## src/rtl/fifo_wide2narrow_pkg.sv

```systemverilog
`default_nettype none
// +------------------------------------------------------------------------+
// | Package   : fifo_wide2narrow_pkg                                        |
// | Purpose   : Shared widths and helpers for the wide-to-narrow FIFO.      |
// |             An entry is 16 words of 16 bits plus a 4-bit size field;    |
// |             size 0 encodes a full 16-word entry.                        |
// | Revision  : 1.0  initial release                                        |
// +------------------------------------------------------------------------+
package fifo_wide2narrow_pkg;

  localparam int WORD_W          = 16;
  localparam int WORDS_PER_ENTRY = 16;
  localparam int ENTRY_W         = WORD_W * WORDS_PER_ENTRY;  // 256
  localparam int SIZE_W          = 4;

  // Index of the last valid word of an entry. Size 0 means all 16 words.
  function automatic logic [SIZE_W-1:0] size_to_last(input logic [SIZE_W-1:0] size);
    if (size == '0) begin
      return '1;
    end else begin
      return size - SIZE_W'(1);
    end
  endfunction

endpackage
`default_nettype wire

```

## src/rtl/fifo_wide2narrow_mem.sv

```systemverilog
`default_nettype none
// +------------------------------------------------------------------------+
// | Module    : fifo_wide2narrow_mem                                        |
// | Purpose   : DEPTH x (ENTRY_W + SIZE_W) simple dual-port storage.        |
// |             Synchronous write, asynchronous (combinational) read.       |
// |             Contents are never reset.                                   |
// | Ports     : clk      - clock                                            |
// |             i_we     - write enable                                     |
// |             i_waddr  - write address                                    |
// |             i_wdata  - entry data to store                              |
// |             i_wsize  - entry size field to store                        |
// |             i_raddr  - read address                                     |
// |             o_rdata  - entry data at i_raddr                            |
// |             o_rsize  - entry size field at i_raddr                      |
// | Revision  : 1.0  initial release                                        |
// +------------------------------------------------------------------------+
module fifo_wide2narrow_mem
  import fifo_wide2narrow_pkg::*;
#(
  parameter int DEPTH  = 16,
  parameter int ADDR_W = $clog2(DEPTH)
)
(
  input  logic                clk,
  input  logic                i_we,
  input  logic [ADDR_W-1:0]   i_waddr,
  input  logic [ENTRY_W-1:0]  i_wdata,
  input  logic [SIZE_W-1:0]   i_wsize,
  input  logic [ADDR_W-1:0]   i_raddr,
  output logic [ENTRY_W-1:0]  o_rdata,
  output logic [SIZE_W-1:0]   o_rsize
);

  // Size field is kept in the top bits of each row.
  logic [ENTRY_W+SIZE_W-1:0] r_mem [DEPTH];

  always_ff @(posedge clk) begin
    if (i_we) begin
      r_mem[i_waddr] <= {i_wsize, i_wdata};
    end
  end

  assign o_rdata = r_mem[i_raddr][ENTRY_W-1:0];
  assign o_rsize = r_mem[i_raddr][ENTRY_W+SIZE_W-1:ENTRY_W];

endmodule
`default_nettype wire

```

## src/rtl/fifo_wide2narrow_256.sv

```systemverilog
`default_nettype none
// +------------------------------------------------------------------------+
// | Module    : fifo_wide2narrow_256                                        |
// | Purpose   : Synchronous FIFO taking 256-bit entries of 1..16 valid      |
// |             16-bit words and returning one word per read,               |
// |             first-word-fall-through.                                    |
// | Ports     : clk      - clock, rising edge                               |
// |             reset_p  - synchronous active-high reset                    |
// |             data_i   - write entry, word k at [16k+15:16k]              |
// |             size_i   - valid words in data_i (0 = 16)                   |
// |             data_we  - write strobe (ignored while full)                |
// |             data_o   - current head word, valid when empty=0            |
// |             data_rd  - pop head word (ignored while empty)              |
// |             full     - all DEPTH entry slots occupied                   |
// |             empty    - no unread words remain                           |
// | Revision  : 1.0  initial release                                        |
// +------------------------------------------------------------------------+
module fifo_wide2narrow_256
  import fifo_wide2narrow_pkg::*;
#(
  parameter int DEPTH = 16
)
(
  input  logic               clk,
  input  logic               reset_p,
  input  logic [ENTRY_W-1:0] data_i,
  input  logic [SIZE_W-1:0]  size_i,
  input  logic               data_we,
  output logic [WORD_W-1:0]  data_o,
  input  logic               data_rd,
  output logic               full,
  output logic               empty
);

  localparam int PTR_W = $clog2(DEPTH);
  localparam int CNT_W = PTR_W + 1;
  localparam logic [CNT_W-1:0] c_depth = CNT_W'(DEPTH);

  logic [PTR_W-1:0]   r_wp;
  logic [PTR_W-1:0]   r_rp;
  logic [CNT_W-1:0]   r_count;
  logic [SIZE_W-1:0]  r_widx;

  logic [ENTRY_W-1:0] w_rd_data;
  logic [SIZE_W-1:0]  w_rd_size;
  logic               w_wr;
  logic               w_pop;
  logic               w_last;
  logic               w_release;

  assign empty = (r_count == '0);
  assign full  = (r_count == c_depth);

  // Admission is decided on the registered full flag only, so a release in
  // the same cycle never lets a write into a full FIFO.
  assign w_wr      = data_we & ~full;
  assign w_pop     = data_rd & ~empty;
  assign w_last    = (r_widx == size_to_last(w_rd_size));
  assign w_release = w_pop & w_last;

  fifo_wide2narrow_mem #(
    .DEPTH  (DEPTH),
    .ADDR_W (PTR_W)
  ) u_mem (
    .clk     (clk),
    .i_we    (w_wr),
    .i_waddr (r_wp),
    .i_wdata (data_i),
    .i_wsize (size_i),
    .i_raddr (r_rp),
    .o_rdata (w_rd_data),
    .o_rsize (w_rd_size)
  );

  // Word select: {widx, 4'b0} is widx*16, the bit offset of the head word.
  assign data_o = w_rd_data[{r_widx, 4'b0000} +: WORD_W];

  always_ff @(posedge clk) begin
    if (reset_p) begin
      r_wp    <= '0;
      r_rp    <= '0;
      r_count <= '0;
      r_widx  <= '0;
    end else begin
      if (w_wr) begin
        r_wp <= r_wp + PTR_W'(1);
      end

      if (w_pop) begin
        if (w_last) begin
          r_rp   <= r_rp + PTR_W'(1);
          r_widx <= '0;
        end else begin
          r_widx <= r_widx + SIZE_W'(1);
        end
      end

      // A write and a release together leave the entry count unchanged.
      if (w_wr && !w_release) begin
        r_count <= r_count + CNT_W'(1);
      end else if (w_release && !w_wr) begin
        r_count <= r_count - CNT_W'(1);
      end
    end
  end

endmodule
`default_nettype wire

```

## config.mk

```make
export PLATFORM = sky130hd
export DESIGN_NAME = fifo_wide2narrow_256
export DESIGN_NICKNAME = d
export VERILOG_FILES = /design/src/rtl/fifo_wide2narrow_pkg.sv /design/src/rtl/fifo_wide2narrow_mem.sv /design/src/rtl/fifo_wide2narrow_256.sv
export SDC_FILE = /design/constraint.sdc
export NUM_CORES = 2
export LEC_CHECK = 0
export CAP_MARGIN = 30
export CORE_MARGIN = 5
export CORE_UTILIZATION = 50
export DETAILED_ROUTE_END_ITERATION = 10
export PLACE_DENSITY = 0.74
export SYNTH_ARGS = -nofsm -noshare
export SYNTH_HDL_FRONTEND = slang
export SYNTH_MEMORY_MAX_BITS = 65536
export SYNTH_SLANG_ARGS = --single-unit
```

## constraint.sdc

```tcl
create_clock -name clk -period 32.4 [get_ports clk]
set_input_delay 3.24 -clock clk [delete_from_list [all_inputs] [get_ports clk]]
set_output_delay 3.24 -clock clk [all_outputs]
set_load 0.02 [all_outputs]
```

==> summary.txt <==
Setup path
  – WP data arrival: 7.66 ns
  – Worst Path Required: 29.16 ns
  – Crit path capture type: output pin
  – CP max stage cell: a22oi_1
  – Delay-heaviest family, CP: buffers and inverters
  – Reg2Reg Setup Slack: 25.13 ns
  – End of the worst register-to-register path: r_count[4]
  – FF-to-FF path depth: 21
  – Cell Chain, Critical Path: buf_4 > buf_16 > buf_12 > buf_4 > mux4_2 > mux4_2 > mux4_2 > a22oi_1 > nand2_1 > clkdlybuf4s50_1
  – WP buf/inv: 5
  – Crit path max fanout: 77
  – CP startpoint kind: flip-flop
  – Kind of critical path: reg2out
  – Slowest stage delay, CP: 1.00 ns
  – CP most frequent cell: mux4_2

Floorplanning
  – Starting Density: 50.3%
  – Die footprint: 0.329 mm^2
  – Core area: 0.315 mm^2
  – Top Ports: 282
  – Chip height: 573 um
  – Die W: 573 um
  – Core Rows: 206

Global route
  – First-pass GRT wire length: 557000 um
  – Vias in the first global route: 74200
  – Maximum number of pins on one net before global-route repair: 140
  – Global route total overflow: 0
  – Initial antenna violation count: 130
  – Total GRT Usage: 23.6%

Synthesis
  – Mux cell area share after synthesis: 19.4%
  – Post-Syn Area per Cell: 26.2 um^2
  – Main synth FF type: edfxtp_1
  – Post-Syn Instances: 6057
  – Synth area leader: edfxtp_1
  – Cell with the most instances after synthesis: edfxtp_1
  – Async SR Flop Fraction: 0%
  – EDFF count, synth: 4160
  – Compound-Gate Fraction of Synth Area: 0.256%
  – XOR/XNOR Fraction of Synth Area: 0.0607%
  – Seq/Total Area, Yosys: 79.0%
  – Synth Cell Area: 0.159 mm^2
  – Synth warn: 0
  – Synth Area in Simple Gates: 0.285%
  – Post-synth top area share: 78.7%
  – Post-Syn Nets: 6333
  – FF+latch count, synth: 4181
  – Synth cell types: 40
  – Commonest cells in the netlist: 4160 x edfxtp_1, 1359 x mux4_2, 128 x clkbuf_1
  – Ranking of synthesized cells by area: edfxtp_1 79%, mux4_2 19%, buf_2 0.39%
  – Synth Area in Adders: 0.0994%
  – Largest family of logic cells by synthesized area: multiplexers

Cells and area
  – Seq. cell area: 0.125 mm^2
  – Utilization after layout: 57.2%
  – Number of fill cells: 21500
  – Layout cells sized above 1: 30.6%
  – Final #Nets: 6863
  – Area of the multi-input gates: 0.0320 mm^2
  – Syn-to-layout area delta: 13.8%

Job
  – Max-cap violations: 0

Power
  – Power Density: 66.5 mW/mm^2
  – Psw: 0.00271 W
  – Cell-internal power: 0.00929 W
  – Logic pwr share: 9.4%
  – Part of the power in registers: 51.6%
  – Switching part of the total: 22.6%
  – Leakage: 53.6 nW
  – Clock Power Share: 38.9%
  – Max VDD drop: 0.0000529 V

Timing
  – Setup Skew: 0.0860 ns
  – Slew @ Worst Pin: 1.22 ns
  – Setup ws final: 21.50 ns
  – RSZ-0062 raised after global routing: no
  – Fmax achieved: 0.0917 GHz
  – Final period util: 33.6%
  – Slew HR: 18.7%
  – Final worst hold slack: 0.525 ns
  – Endpoints failing hold: 0
  – Post-route minimum period: 10.90 ns
  – Max-slew violations: 0
  – Final setup vio count: 0
  – Setup_tns: 0 ns

Clock tree
  – Clock buffer depth: 4
  – Later-pin clock latency in the skew report: 0.96 ns
  – CTS buffer count: 402
  – Clock root buffer: clkbuf_16
  – Clock sink total: 4181
  – CTS tree: built
  – H-tree depth: 5
  – Hold buffer count at cts: 0
  – Setup Buffers After CTS: 0
  – Clock transition at path regs: 0.06 ns
  – Post-cts resize count: 0

Min path
  – Hold Crit Class: reg2reg
  – Hold Path Origin: r_count[4]
  – Hold EP: r_count[4]
  – Worst Hold Path Cells: 2

Route
  – Routed Antenna Nets: 0
  – Residual DRC count: 0
  – Via count: 72100
  – Final Routed Wirelength: 389000 um
  – DR WL/cell: 35.0 um
  – Drt first pass iters: 5
  – Post-DR vias/cell: 6.48
  – Iter 0 DRT Violations: 10100

Status
  – Status: completed

Placement
  – Pre-CTS setup slack: 22.12 ns
  – Port Buffers: 281
  – Final HPWL from detailed placement: 201000 um
  – GP Congestion: 0.761
## metrics by stage
stage | std cells | instance area (um^2) | total power [W]
global placement | 10300 | 167000 | 0.00740
detailed placement | 10300 | 167000 | 0.00743
CTS | 11100 | 180000 | 0.0121
finish | 11100 | 180000 | 0.0120
global route | 11100 | 180000 | 0.0124
floorplan | 6057 | 159000 | 0.00705
## state kept, by name, indices dropped and copies added, names as in the netlist, named ones only
| register | flops |
|---|---|
| r_widx | 4 |
| r_wp | 4 |
| u_mem.r_mem | 4160 |
| r_rp | 4 |
| r_count | 5 |
## metal layers
layer	share of wire, %	vias to the layer above	track usage (%)
li1	-	27900	-
met1	37	39200	32.2
met2	50	4305	38.6
met3	9.9	691	5.07
met4	3.2	80	7.46
met5	0.14	-	0
## worst min-delay path: stages (launching register included)
cell and delay, ns:
dfxtp_1 0.34, o21ai_0 0.08, a21oi_1 0.06
## placed cells by master (no fill, tap or decap), drive strengths merged, types with 8 or more instances in the layout
master         count
edfxtp          4160
mux4            1359
clkbuf           485
clkdlybuf4s50    281
clkinv           177
buf              164
diode             53
bufinv            45
a22oi             34
nor2              34
inv               24
nand2             23
dfxtp             21
clkinvlp          13
mux2i             11
ha                11
nor2b             10
nor3               9
a21oi              8
## kinds of logic after synthesis
logic type,after synthesis
adders and majority gates,12
and+or+nand+nor,94
DFF,4181
xor gates and xnor gates,11
buffers and inverters,327
AOI/OAI and AO/OA,58
muxes,1374
## worst max-delay path by stage
| stage | cells past startpoint | end |
|---|---|---|
| after floorplan | 4 | u_mem.r_mem[3][0] |
| after global placement | 9 | data_o[14] |
| after detailed placement | 9 | data_o[14] |
| after CTS | 10 | data_o[15] |
| after global routing | 9 | data_o[13] |
| final | 10 | data_o[14] |
## power groups by stage
| stage | Clock, W | Combinational [W] | Sequential (W) |
|---|---|---|---|
| final | 0.00468 | 0.00113 | 0.00619 |
| after global routing | 0.00500 | 0.00119 | 0.00620 |
| after CTS | 0.00474 | 0.00114 | 0.00620 |
| after detailed placement | 0 | 0.00113 | 0.00631 |
| after global placement | 0 | 0.00111 | 0.00629 |
| after floorplan | 0 | 0.000666 | 0.00638 |
## layout make-up
class | instances | share of cell area (%)
timing repair buffer | 445 | 2.53
antenna | 53 | 0.0735
tap | 4160 | 2.88
clock inverter | 251 | 1.53
sequential | 4181 | 69.5
multi-input combinational | 1549 | 17.7
inverter | 8 | 0.0166
clock buffer | 485 | 5.79
No activity file was read; power rests on OpenSTA's default activity.
